$ cat src/rtl/falafel_mem_bridge.sv
// falafel_mem_bridge: adapts the allocator memory port to the shared memory bus.
// One-entry request slice, read credit counter, in-order response FIFO.
// Optional macro FALAFEL_MEM_BRIDGE_BYPASS_EN: same-cycle response bypass when FIFO is empty.
module falafel_mem_bridge #(
    parameter int unsigned DATA_W          = 64,
    parameter int unsigned MAX_OUTSTANDING = 4
) (
    input  logic                                 clk_i,
    input  logic                                 rst_i,
    input  logic                                 up_req_val_i,
    output logic                                 up_req_rdy_o,
    input  logic                                 up_req_is_write_i,
    input  logic [DATA_W-1:0]                    up_req_addr_i,
    input  logic [DATA_W-1:0]                    up_req_data_i,
    output logic                                 up_rsp_val_o,
    input  logic                                 up_rsp_rdy_i,
    output logic [DATA_W-1:0]                    up_rsp_data_o,
    output logic                                 mem_req_val_o,
    input  logic                                 mem_req_rdy_i,
    output logic                                 mem_req_we_o,
    output logic [DATA_W-1:0]                    mem_req_addr_o,
    output logic [DATA_W-1:0]                    mem_req_wdata_o,
    input  logic                                 mem_rsp_val_i,
    input  logic [DATA_W-1:0]                    mem_rsp_data_i,
    output logic [$clog2(MAX_OUTSTANDING):0]     inflight_o,
    output logic                                 err_o
);

    localparam int unsigned CW = $clog2(MAX_OUTSTANDING) + 1;
    localparam int unsigned PW = $clog2(MAX_OUTSTANDING);
    localparam int unsigned UW = CW + 1;

    typedef enum logic {
        S_EMPTY = 1'b0,
        S_FULL  = 1'b1
    } state_t;

    state_t              r_state;
    state_t              w_state_nxt;
    logic                r_we;
    logic [DATA_W-1:0]   r_addr;
    logic [DATA_W-1:0]   r_wdata;
    logic [CW-1:0]       r_inflight;
    logic [CW-1:0]       r_count;
    logic [PW-1:0]       r_wr_ptr;
    logic [PW-1:0]       r_rd_ptr;
    logic [DATA_W-1:0]   r_mem [MAX_OUTSTANDING];
    logic                r_err;

    logic [UW-1:0]       w_used;
    logic                w_credit_ok;
    logic                w_issue;
    logic                w_capture;
    logic                w_rsp_ok;
    logic                w_rsp_orphan;
    logic                w_push;
    logic                w_pop;
    logic                w_overflow;
    logic                w_wr_en;
    logic                w_fifo_empty;
    logic                w_fifo_full;
    logic                w_rd_inc;

    // Credit accounting: reads on the bus plus words waiting in the FIFO
    assign w_used        = UW'(r_inflight) + UW'(r_count);
    assign w_credit_ok   = (w_used < UW'(MAX_OUTSTANDING));
    assign w_fifo_empty  = (r_count == '0);
    assign w_fifo_full   = (r_count == CW'(MAX_OUTSTANDING));
    assign w_rsp_ok      = mem_rsp_val_i && (r_inflight != '0);
    assign w_rsp_orphan  = mem_rsp_val_i && (r_inflight == '0);
    assign w_rd_inc      = w_issue && !r_we;

    // Slice next-state and handshake decode; reads wait for a free credit
    always_comb begin
        w_state_nxt   = r_state;
        mem_req_val_o = 1'b0;
        up_req_rdy_o  = 1'b0;
        w_issue       = 1'b0;
        w_capture     = 1'b0;
        case (r_state)
            S_EMPTY: begin
                up_req_rdy_o = 1'b1;
                w_capture    = up_req_val_i;
                if (up_req_val_i) begin
                    w_state_nxt = S_FULL;
                end
            end
            S_FULL: begin
                mem_req_val_o = r_we || w_credit_ok;
                w_issue       = mem_req_val_o && mem_req_rdy_i;
                up_req_rdy_o  = w_issue;
                w_capture     = w_issue && up_req_val_i;
                if (w_issue && !up_req_val_i) begin
                    w_state_nxt = S_EMPTY;
                end
            end
            default: w_state_nxt = S_EMPTY;
        endcase
    end

    // Slice state register
    always_ff @(posedge clk_i) begin
        if (rst_i) begin
            r_state <= S_EMPTY;
        end else begin
            r_state <= w_state_nxt;
        end
    end

    // Slice payload; contents are don't-care while EMPTY
    always_ff @(posedge clk_i) begin
        if (w_capture) begin
            r_we    <= up_req_is_write_i;
            r_addr  <= up_req_addr_i;
            r_wdata <= up_req_data_i;
        end
    end

    assign mem_req_we_o    = r_we;
    assign mem_req_addr_o  = r_addr;
    assign mem_req_wdata_o = r_wdata;

`ifdef FALAFEL_MEM_BRIDGE_BYPASS_EN
    logic w_bypass;
    // Empty FIFO: hand the returning word straight through; store it only if not taken
    assign w_bypass      = w_fifo_empty && w_rsp_ok;
    assign up_rsp_val_o  = !w_fifo_empty || w_bypass;
    assign up_rsp_data_o = w_fifo_empty ? mem_rsp_data_i : r_mem[r_rd_ptr];
    assign w_push        = w_rsp_ok && !(w_bypass && up_rsp_rdy_i);
`else
    assign up_rsp_val_o  = !w_fifo_empty;
    assign up_rsp_data_o = r_mem[r_rd_ptr];
    assign w_push        = w_rsp_ok;
`endif

    assign w_pop      = !w_fifo_empty && up_rsp_rdy_i;
    assign w_overflow = w_push && w_fifo_full && !w_pop;
    assign w_wr_en    = w_push && !w_overflow;

    // Inflight counter, FIFO pointers/occupancy and sticky error
    always_ff @(posedge clk_i) begin
        if (rst_i) begin
            r_inflight <= '0;
            r_count    <= '0;
            r_wr_ptr   <= '0;
            r_rd_ptr   <= '0;
            r_err      <= 1'b0;
        end else begin
            case ({w_rd_inc, w_rsp_ok})
                2'b10:   r_inflight <= r_inflight + CW'(1);
                2'b01:   r_inflight <= r_inflight - CW'(1);
                default: r_inflight <= r_inflight;
            endcase
            case ({w_wr_en, w_pop})
                2'b10:   r_count <= r_count + CW'(1);
                2'b01:   r_count <= r_count - CW'(1);
                default: r_count <= r_count;
            endcase
            if (w_wr_en) begin
                r_wr_ptr <= r_wr_ptr + PW'(1);
            end
            if (w_pop) begin
                r_rd_ptr <= r_rd_ptr + PW'(1);
            end
            r_err <= r_err || w_rsp_orphan || w_overflow;
        end
    end

    // Response storage
    always_ff @(posedge clk_i) begin
        if (w_wr_en) begin
            r_mem[r_wr_ptr] <= mem_rsp_data_i;
        end
    end

    assign inflight_o = r_inflight;
    assign err_o      = r_err;

endmodule

$ cat config.mk
export PLATFORM = sky130hd
export DESIGN_NAME = falafel_mem_bridge
export DESIGN_NICKNAME = d
export VERILOG_FILES = /design/src/rtl/falafel_mem_bridge.sv
export SDC_FILE = /design/constraint.sdc
export NUM_CORES = 1
export LEC_CHECK = 0
export ABC_AREA = 1
export CAP_MARGIN = 10
export CORE_ASPECT_RATIO = 0.8
export CORE_MARGIN = 5
export CORE_UTILIZATION = 45
export CTS_CLUSTER_SIZE = 20
export DETAILED_ROUTE_END_ITERATION = 10
export HOLD_SLACK_MARGIN = 0.05
export PLACE_DENSITY = 0.73
export SLEW_MARGIN = 30
export SYNTH_ARGS = -nofsm -noshare
export SYNTH_HDL_FRONTEND = slang
export SYNTH_SLANG_ARGS = --single-unit
$ cat constraint.sdc
create_clock -name clk_i -period 15.5 [get_ports clk_i]
set_input_delay 4.65 -clock clk_i [delete_from_list [all_inputs] [get_ports clk_i]]
set_output_delay 4.65 -clock clk_i [all_outputs]
set_load 0.1 [all_outputs]
# Yosys cells after proc, flatten, opt, wreduce, memory -nomap -nowiden
# Memory sizes are Yosys's and may differ from the RTL's. A register that Yosys moved wholly into a read port is not among the register bits.
# Index checks and enable logic that the tools add are counted.
word_totals:
  mem_count: 1
  ff_bits: 141
  input_bits: 199
  mem_bits_rw: 256
op_classes:
  magnitude_cmp: 1
  reduce_logical: 23
  n_addsub: 7
  n_eq_ne: 5
  mux: 13
  bitwise: 1
memory_table:
  columns: ["memory", "depth", "width", "rd", "rd_clocked_by_memory_dff", "wr", "line", "text"]
  rows:
  - ["r_mem", 4, 64, 1, 1, 1, "47", "logic [DATA_W-1:0] r_mem [MAX_OUTSTANDING];"]
ops:
  columns: ["operator", "n"]
  rows:
  - ["3-bit case mux with 2 select lines", 2]
  - ["1-bit logical AND", 10]
  - ["3-bit by 1-bit adder with 3-bit output, second input constant", 2]
  - ["3-bit logical NOT", 2]
  - ["1-bit 2-to-1 mux", 6]
  - ["1-bit case mux with 2 select lines", 3]
  - ["3-bit by 1-bit subtractor with 3-bit output, second input constant", 2]
  - ["1-bit logical NOT", 5]
  - ["2-bit by 1-bit adder with 2-bit output, second input constant", 2]
  - ["3-bit by 3-bit adder with 4-bit output", 1]
  - ["2-bit by 1-bit equality test with 1-bit output, second input constant", 2]
  - ["2-bit equality test, second input constant", 2]
  - ["4-bit by 3-bit < comparator with 1-bit output, second input constant", 1]
  - ["2-bit 2-to-1 mux", 2]
  - ["2-bit nonzero test", 2]
  - ["3-bit equality test, second input constant", 1]
  - ["1-bit logical OR", 3]
  - ["3-bit nonzero test", 1]
  - ["1-bit NOT", 1]

# Logic depth before layout (Yosys ltp)
# Gate-level depths: netlist of the first run.
depth:
  depth_word: 9
  depth_mapped: 12

# Worst setup path before layout of the first run
# No wires, ideal clock.
synth_path:
  kind: "input port to flip-flop"
  start: "in mem_req_rdy_i"
  end: "reg r_addr[0], in the netlist mem_req_addr_o[0] (enable)"
  n_path_buf: 0
  path_stages: 2
  path_slack_ns: 3.914
  arrival_ns: 10.927
  path_cell_list: "nand2_1 -> a21oi_1"
synth_via:
  elab_chain_cells: 3
synth_lines:
  columns: ["element", "line", "text"]
  rows:
  - ["start: declaration", "19", "input logic mem_req_rdy_i,"]
  - ["1-bit logical AND", "90", "w_issue = mem_req_val_o && mem_req_rdy_i;"]
  - ["1-bit logical AND", "92", "w_capture = w_issue && up_req_val_i;"]
  - ["1-bit case mux with 2 select lines", "80", "case (r_state)"]
  - ["via w_capture", "53", "logic w_capture;"]
  - ["end signal: assignment", "114", "r_addr <= up_req_addr_i;"]
  - ["end: declaration", "41", "logic [DATA_W-1:0] r_addr;"]
# The timed path passes the listed nets, and every way through them passes these cells.
# A chain may end at the register's enable or synchronous reset.

# Worst setup path in the final report of the first run
layout_path:
  start: "in mem_req_rdy_i"
  end: "out up_req_rdy_o"
layout_via:
  elab_chain_cells: 2
layout_lines:
  columns: ["element", "line", "text"]
  rows:
  - ["1-bit logical AND", "90", null]
  - ["1-bit case mux with 2 select lines", "80", null]
  - ["end: declaration", "11", "output logic up_req_rdy_o,"]
# Every way passes these cells.

==> results of run 1 <==
-- synthesized netlist by cell type --
cell type / n
a21oi_2: 3
o21ai_1: 25
inv_1: 19
buf_2: 4
edfxtp_1: 385
inv_2: 3
a21boi_0: 2
nor3_1: 1
buf_4: 5
dfxtp_1: 14
o22ai_1: 64
fa_1: 2
nand2_2: 3
nand2_1: 11
nand3_1: 5
nor2_1: 137
a21oi_1: 11
nand2_4: 2
a21oi_4: 1
nand4_1: 1
or2_4: 1
ha_1: 7
clkbuf_1: 21
o21ai_0: 111
nand3_2: 1
buf_6: 11
nor2_2: 2
-- final timing paths --
kind,end,slack (ps),depth (start not counted)
max,up_req_rdy_o,4390,4
min,register,460,2
min reg2reg,register,460,2
max reg2reg,mem_req_wdata_o[24],12530,8
-- routing by layer --
layer | share of wire | up-vias
li1 | - | 4049
met1 | 0.38 | 4330
met2 | 0.49 | 346
met3 | 0.11 | 48
met4 | 0.017 | 2
met5 | 0.00051 | -
-- worst min-delay path: cells and delay by family, from the launching register on --
kind / cells / cell delay [ps]
DFF: 1 / 300
AOI/OAI and AO/OA: 1 / 70
buffers and inverters: 1 / 60
-- cell families (layout without fill, tap and decap cells) --
family / Yosys count / in the layout / share of synthesized area
AOI/OAI and AO/OA: 217 / 217 / 0.0842
adders and majority gates: 9 / 9 / 0.00901
buffers and inverters: 63 / 500 / 0.0242
DFF: 399 / 399 / 0.836
other: 0 / 3 / 0
and+or+nand+nor: 164 / 164 / 0.0469
-- flip-flops by register name, indices dropped and copies added, names as in the netlist, named ones only --
| signal | flops |
|---|---|
| r_state | 1 |
| err_o | 1 |
| r_mem | 256 |
| r_wr_ptr | 2 |
| mem_req_we_o | 1 |
| inflight_o | 3 |
| r_count | 3 |
| mem_req_addr_o | 64 |
| mem_req_wdata_o | 64 |
| r_rd_ptr | 2 |
-- power by group through the flow --
| stage | Combinational, W | Clock (W) | Sequential (W) |
|---|---|---|---|
| floorplan | 0.000824 | 0 | 0.00148 |
| global placement | 0.00131 | 0 | 0.00130 |
| detailed placement | 0.00130 | 0 | 0.00130 |
| CTS | 0.00131 | 0.000903 | 0.00128 |
| global route | 0.00134 | 0.000953 | 0.00129 |
| finish | 0.00129 | 0.000882 | 0.00128 |
-- placed cells by master (no fill, tap or decap), types with 3 or more instances in the layout --
| master | n |
|---|---|
| a21oi_1 | 10 |
| inv_1 | 19 |
| clkinv_2 | 6 |
| buf_4 | 9 |
| o22ai_1 | 64 |
| nand2_2 | 3 |
| dfxtp_1 | 12 |
| diode_2 | 3 |
| clkbuf_16 | 41 |
| nor2_4 | 4 |
| nand3_1 | 5 |
| clkinv_1 | 8 |
| o21ai_0 | 111 |
| ha_1 | 7 |
| o21ai_1 | 25 |
| clkbuf_2 | 3 |
| a21oi_2 | 3 |
| edfxtp_1 | 385 |
| clkdlybuf4s50_1 | 342 |
| nor2_1 | 133 |
| nand2_1 | 11 |
| buf_2 | 53 |
| clkbuf_1 | 11 |
-- metrics by stage --
step	total power [W]	utilization
2_1_floorplan	0.00230	-
3_3_place_gp	0.00261	0.593
3_5_place_dp	0.00261	0.587
4_1_cts	0.00349	0.625
5_1_grt	0.00359	0.622
6_report	0.00346	0.622
-- area by class of cell --
| type | instances | area, sq um | share of cell area |
|---|---|---|---|
| Inverter | 22 | 85.1 | 0.00437 |
| Clock buffer | 52 | 1070 | 0.0549 |
| Tap cell | 420 | 526 | 0.0270 |
| Clock inverter | 18 | 114 | 0.00585 |
| Multi-Input combinational cell | 390 | 2030 | 0.104 |
| Timing Repair Buffer | 408 | 3780 | 0.194 |
| Antenna cell | 3 | 7.51 | 0.000386 |
| Sequential cell | 399 | 11800 | 0.609 |
==> flow_metrics.env, run 1 <==
export IMPL_drv_slew=0
export IMPL_critical_path_max_stage_delay_ps=1140
export IMPL_grt_busiest_layer="met2"
export IMPL_syn_to_final_growth_pct=37.3
export IMPL_synth_top_area_frac=0.816
export IMPL_tightest_slew_ps=1050
export IMPL_antenna_found_initial=4
export IMPL_place_area_sq_um=18400
export IMPL_grt_first_pass_wirelength_mm=56.8
export IMPL_p_int_w=0.00202
export IMPL_dp_cells=1639
export IMPL_ctsHoldBuffers=0
export IMPL_cts_setup_buffers=0
export IMPL_drive_above_1_share=0.109
export IMPL_finClkSkew_ps=15.3
export IMPL_portBuffers=398
export IMPL_criticalPathCategory="input port to output pin"
export IMPL_timing_rr_start="r_count[2]"
export IMPL_rsz0062_at_grt="false"
export IMPL_clock_latency_ps=530
export IMPL_cts_tree="yes"
export IMPL_die_y_um=169
export IMPL_ys_ff_latch=399
export IMPL_yosysSeqAreaShare=0.836
export IMPL_ys_warnings_count=0
export IMPL_hold_class="register to register"
export IMPL_track_usage=0.217
export IMPL_nets=1469
export IMPL_die_w_um=208
export IMPL_hold_ws_ps=463
export IMPL_finalInstanceArea_sq_um=19500
export IMPL_fmax_ghz=0.0900
export IMPL_ys_types=27
export IMPL_use_met2=0.350
export IMPL_synth_top_area_cell="edfxtp_1"
export IMPL_power_frac_comb=0.374
export IMPL_peakVddDrop_uv=109
export IMPL_worst_setup_path_start_kind="input port"
export IMPL_leakagePower_nw=6.63
export IMPL_grt_pass1_vias=8767
export IMPL_drt_total_wl_mm=39.4
export IMPL_switching_share=0.416
export IMPL_seqPwrFrac=0.371
export IMPL_instances_no_fill=1712
export IMPL_path_buf_inv=2
export IMPL_crit_family="buffers and inverters"
export IMPL_arrival_ps=6460
export IMPL_critPathMaxFanout=2
export IMPL_drtIter0Drc=583
export IMPL_place_ws_ps=4400
export IMPL_grt_max_degree=89
export IMPL_slew_headroom=0.301
export IMPL_min_period_over_period=0.717
export IMPL_slowest_stage="clkdlybuf4s50_1"
export IMPL_coreArea_sq_um=31300
export IMPL_overflow=0
export IMPL_path_cells="clkdlybuf4s50_1 > nand2_1 > nand2_1 > clkdlybuf4s50_1"
export IMPL_power_density_nw_per_um2=178
export IMPL_crit_required_ps=10850
export IMPL_synth_avg_cell_area_sq_um=16.6
export IMPL_synth_area_top_cells="edfxtp_1 82%, o21ai_0 3.9%, nor2_1 3.6%"
export IMPL_min_delay_start="r_rd_ptr[1]"
export IMPL_num_fill_cells=2351
export IMPL_place_hpwl_mm=26.5
export IMPL_top_level_ports=399
export IMPL_start_util=0.453
export IMPL_fin_setup_tns_ps=0
export IMPL_grtUsageMet3=0.0975
export IMPL_design_die_area_sq_um=35200
export IMPL_drv_cap=0
export IMPL_end_kind="output pin"
export IMPL_power_switching_w=0.00144
export IMPL_syn_inst=852
export IMPL_num_vias=8775
export IMPL_grt_util_met1=0.270
export IMPL_pwr_share_clk=0.255
export IMPL_drc=0
export IMPL_crit_start="mem_req_rdy_i"
export IMPL_htreeDepth=2
export IMPL_setup_viol=0
export IMPL_clk_pin_slew_ps=60
export IMPL_cts_root_buf="clkbuf_16"
export IMPL_ant_nets=0
export IMPL_via_per_inst=5.13
export IMPL_numCtsBuffers=40
export IMPL_finalWorstSetupSlack_ps=4390
export IMPL_row_count=58
export IMPL_syn_nets=1060
export IMPL_min_period_ps=11110
export IMPL_finalWeightedCongestion=0.839
export IMPL_synth_area_sq_um=14200
export IMPL_clk_path_buf_depth=3
export IMPL_cts_sinks=399
export IMPL_post_drt_wl_per_cell_um=23.0
export IMPL_firstDrtPassIters=6
export IMPL_cts_resized=0
export IMPL_run_status="completed"
export IMPL_finalHoldViolCount=0
Power figures use the tool's default switching activity.
==> run 2, diff against run 1 <==
- clock period: 15.5 -> 10.9 ns (I/O delays scaled with it)
==> run 2 against run 1 <==
Net effect: sequential cell count unchanged; sequential power grew 42%; clock skew increased by 3.2 ps; sequential share of layout area is 1.1 points lower; die area is the same; first-iteration DRC count up 8.1%; routed wire length is 0.17% higher; largest cell class unchanged; setup slack worse by 1900 ps; cell area is 1.8% higher; clock power is 76% higher; hold slack improved by 9.1 ps.
==> flow_metrics.env, run 2 (same netlist as run 1, synthesis figures left out) <==
export IMPL_final_cell_mix="385 x edfxtp_1, 340 x clkdlybuf4s50_1, 133 x nor2_1"
export IMPL_p_total_w=0.00521
export IMPL_clk_pin_slew_ps=60
export IMPL_finalWeightedCongestion=0.843
export IMPL_peakVddDrop_uv=158
export IMPL_crit_required_ps=7630
export IMPL_cts_resized=0
export IMPL_num_vias=8782
export IMPL_via_per_inst=5.10
export IMPL_layout_commonest_cell="edfxtp_1"
export IMPL_min_period_over_period=0.768
export IMPL_power_frac_comb=0.355
export IMPL_p_int_w=0.00314
export IMPL_pwr_share_clk=0.297
export IMPL_setup_viol=0
export IMPL_dp_cells=1640
export IMPL_hold_class="register to register"
export IMPL_grt_max_degree=113
export IMPL_cts_sinks=399
export IMPL_antenna_found_initial=6
export IMPL_worst_setup_path_start_kind="input port"
export IMPL_ant_nets=0
export IMPL_top_level_ports=399
export IMPL_power_switching_w=0.00207
export IMPL_fin_setup_tns_ps=0
export IMPL_drive_above_1_share=0.120
export IMPL_finalHoldViolCount=0
export IMPL_power_density_nw_per_um2=263
export IMPL_clock_latency_ps=530
export IMPL_grt_first_pass_wirelength_mm=57.5
export IMPL_portBuffers=398
export IMPL_top_register="r_mem"
export IMPL_htreeDepth=2
export IMPL_nets=1471
export IMPL_arrival_ps=5100
export IMPL_rsz0062_at_grt="false"
export IMPL_drv_slew=0
export IMPL_place_hpwl_mm=26.8
export IMPL_run_status="completed"
export IMPL_clk_path_buf_depth=3
export IMPL_place_area_sq_um=18400
export IMPL_finClkSkew_ps=18.5
export IMPL_fmax_ghz=0.120
export IMPL_tightest_slew_ps=1040
export IMPL_criticalPathCategory="input port to output pin"
export IMPL_track_usage=0.220
export IMPL_grt_pass1_vias=8936
export IMPL_largest_reg_flops=256
export IMPL_start_util=0.453
export IMPL_cts_root_buf="clkbuf_16"
export IMPL_drt_total_wl_mm=39.5
export IMPL_slew_headroom=0.304
export IMPL_post_drt_wl_per_cell_um=23.0
export IMPL_cts_setup_buffers=0
export IMPL_overflow=0
export IMPL_coreArea_sq_um=31300
export IMPL_num_fill_cells=2310
export IMPL_drc=0
export IMPL_die_w_um=208
export IMPL_cts_tree="yes"
export IMPL_seqPwrFrac=0.349
export IMPL_min_period_ps=8370
export IMPL_reg2reg_depth=9
export IMPL_drtIter0Drc=630
export IMPL_syn_to_final_growth_pct=39.8
export IMPL_drv_cap=0
export IMPL_hold_ws_ps=472
export IMPL_firstDrtPassIters=5
export IMPL_critPathMaxFanout=2
export IMPL_design_die_area_sq_um=35200
export IMPL_holdPathStages=2
export IMPL_switching_share=0.397
export IMPL_ctsHoldBuffers=0
export IMPL_leakagePower_nw=6.80
export IMPL_finalInstanceArea_sq_um=19800
export IMPL_numCtsBuffers=41
export IMPL_die_y_um=169
export IMPL_end_kind="output pin"
export IMPL_row_count=58
export IMPL_instances_no_fill=1721
==> run 2: routing by layer <==
layer  vias up  wire [um]  share of wire  GRT usage
met2       327      19400           0.49      0.359
li1       4061          -              -          -
met1      4344      15300           0.39      0.268
met5         -         13        0.00033          0
met3        48       4190           0.11     0.0989
met4         2        673          0.017     0.0602
==> run 2: through the flow <==
stage,setup WS (ps),util
5_1_grt,2470,0.633
3_3_place_gp,2530,0.593
2_1_floorplan,694,-
4_1_cts,2540,0.636
6_report,2530,0.633
3_5_place_dp,2540,0.588
==> run 2: layout make-up <==
| class | instances | area (sq um) | area share |
|---|---|---|---|
| Timing Repair Buffer | 409 | 3800 | 0.192 |
| Sequential cell | 399 | 11800 | 0.598 |
| Multi-Input combinational cell | 390 | 2030 | 0.102 |
| Antenna cell | 6 | 15.0 | 0.000758 |
| Clock inverter | 24 | 398 | 0.0201 |
| Clock buffer | 51 | 1110 | 0.0559 |
| Tap cell | 420 | 526 | 0.0265 |
| Inverter | 22 | 85.1 | 0.00430 |
==> run 2: power groups by stage <==
stage	Combinational, W	Sequential (W)	Clock (W)
4_1_cts	0.00187	0.00182	0.00158
2_1_floorplan	0.00117	0.00210	0
3_5_place_dp	0.00186	0.00185	0
3_3_place_gp	0.00187	0.00184	0
5_1_grt	0.00192	0.00182	0.00165
6_report	0.00185	0.00182	0.00155
==> run 2: worst max-delay path, cell delays in order <==
cell,delay [ps]
clkdlybuf4s50_1,480
nand2_1,110
nand2_1,100
clkdlybuf4s50_1,1140
==> run 2: final timing paths <==
kind | end | slack (ps) | start
setup / recovery | up_req_rdy_o | 2530 | mem_req_rdy_i
hold / removal | err_o | 470 | err_o
setup reg to reg | mem_req_wdata_o[25] | 7990 | r_count[2]
hold reg to reg | err_o | 470 | err_o
==> run 3, diff against run 2 <==
- clock period: 10.9 -> 7.81 ns (I/O delays scaled with it)
==> run 3 against run 2 <==
Net effect: clock-buffer cell count is 1 lower; critical path depth stayed put; largest cell class unchanged; setup slack worse by 1200 ps; sequential power is 40% higher; sequential cell count stayed put; highest routed layer is now met4; power is 33% higher; clock power is 18% higher; global-route usage hardly changed; critical endpoint unchanged; non-clock buffer count is 3 higher; sequential share of layout area is 0.70 points higher; combinational power is 39% higher; first-iteration DRC count is 7.0% higher.
==> flow_metrics.env, run 3 (same netlist as run 1, synthesis figures left out) <==
export IMPL_cts_resized=0
export IMPL_start_util=0.453
export IMPL_hold_class="register to register"
export IMPL_antenna_found_initial=7
export IMPL_drc=0
export IMPL_run_status="completed"
export IMPL_setup_viol=0
export IMPL_drtIter0Drc=674
export IMPL_end_kind="output pin"
export IMPL_overflow=0
export IMPL_num_vias=8856
export IMPL_critPathMaxFanout=2
export IMPL_via_per_inst=5.15
export IMPL_largest_reg_flops=256
export IMPL_finalInstanceArea_sq_um=19600
export IMPL_drt_total_wl_mm=40.1
export IMPL_finClkSkew_ps=29.9
export IMPL_clk_path_buf_depth=3
export IMPL_num_fill_cells=2288
export IMPL_grt_first_pass_wirelength_mm=57.2
export IMPL_grt_max_degree=123
export IMPL_final_cell_mix="385 x edfxtp_1, 345 x clkdlybuf4s50_1, 133 x nor2_1"
export IMPL_finalHoldViolCount=0
export IMPL_top_level_ports=399
export IMPL_grt_pass1_vias=8973
export IMPL_syn_to_final_growth_pct=38.1
export IMPL_numCtsBuffers=40
export IMPL_fin_setup_tns_ps=0
export IMPL_cts_setup_buffers=0
export IMPL_die_w_um=208
export IMPL_die_y_um=169
export IMPL_arrival_ps=4180
export IMPL_instances_no_fill=1721
export IMPL_post_drt_wl_per_cell_um=23.3
export IMPL_drv_slew=0
export IMPL_layout_commonest_cell="edfxtp_1"
export IMPL_peakVddDrop_uv=206
export IMPL_tightest_slew_ps=1040
export IMPL_cts_root_buf="clkbuf_16"
export IMPL_top_register="r_mem"
export IMPL_clock_latency_ps=540
export IMPL_power_density_nw_per_um2=355
export IMPL_firstDrtPassIters=4
export IMPL_coreArea_sq_um=31300
export IMPL_crit_required_ps=5470
export IMPL_ctsHoldBuffers=0
export IMPL_worst_setup_path_start_kind="input port"
export IMPL_rsz0062_at_grt="false"
export IMPL_design_die_area_sq_um=35200
export IMPL_criticalPathCategory="input port to output pin"
export IMPL_drv_cap=0
export IMPL_fmax_ghz=0.153
export IMPL_row_count=58
export IMPL_finalWeightedCongestion=0.879
export IMPL_htreeDepth=2
export IMPL_cts_sinks=399
export IMPL_min_period_over_period=0.836
export IMPL_ant_nets=0
export IMPL_slew_headroom=0.303
export IMPL_track_usage=0.220
export IMPL_place_area_sq_um=18400
export IMPL_nets=1473
export IMPL_clk_pin_slew_ps=60
export IMPL_portBuffers=398
export IMPL_place_hpwl_mm=27.3
export IMPL_cts_tree="yes"
export IMPL_drive_above_1_share=0.110
export IMPL_dp_cells=1643
export IMPL_leakagePower_nw=6.67
export IMPL_min_period_ps=6530
==> run 3: per-layer routing <==
metal / track usage / up-vias / wire length [um]
met4: 0.0768 / 0 / 1100
li1: - / 4066 / -
met5: 0.00414 / - / 0
met1: 0.257 / 4381 / 14900
met2: 0.360 / 352 / 19500
met3: 0.103 / 57 / 4610
==> run 3: worst paths after layout <==
kind,from,endpoint,slack [ps],depth (start not counted)
worst max register to register,r_count[2],mem_req_wdata_o[45],5380,7
worst max-delay path,mem_req_rdy_i,up_req_rdy_o,1280,4
worst min-delay path,r_rd_ptr[1],register,460,2
worst min register to register,r_rd_ptr[1],register,460,2
==> run 3: cell type report <==
cell class / instances / area (sq um) / area share
inverters: 22 / 85.1 / 0.00435
clock buffers: 50 / 1060 / 0.0541
multi-input cells: 390 / 2030 / 0.104
repair buffers: 412 / 3840 / 0.196
flip-flops and latches: 399 / 11800 / 0.605
clock inverters: 21 / 178 / 0.00908
diodes: 7 / 17.5 / 0.000895
well taps: 420 / 526 / 0.0268
==> run 3: power by group <==
part           internal [W]  switching [W]  total, W
clock network       0.00106       0.000766   0.00183
logic              0.000536        0.00204   0.00257
registers           0.00248      0.0000691   0.00255
total               0.00408        0.00287   0.00695
==> run 3: per-stage QoR <==
stage | util | worst slack (ps) | hold slack, ps | total power (W)
after floorplan | - | 1200 | 436 | 0.00456
after global placement | 0.594 | 1300 | 441 | 0.00518
after detailed placement | 0.589 | 1300 | 451 | 0.00519
after CTS | 0.628 | 1290 | 459 | 0.00701
after global routing | 0.626 | 1250 | 480 | 0.00719
final | 0.626 | 1280 | 462 | 0.00695
==> run 3: worst max-delay path: stages <==
cell and delay (ps):
clkdlybuf4s50_1 490, nand2_1 110, nand2_1 100, clkdlybuf4s50_1 1140
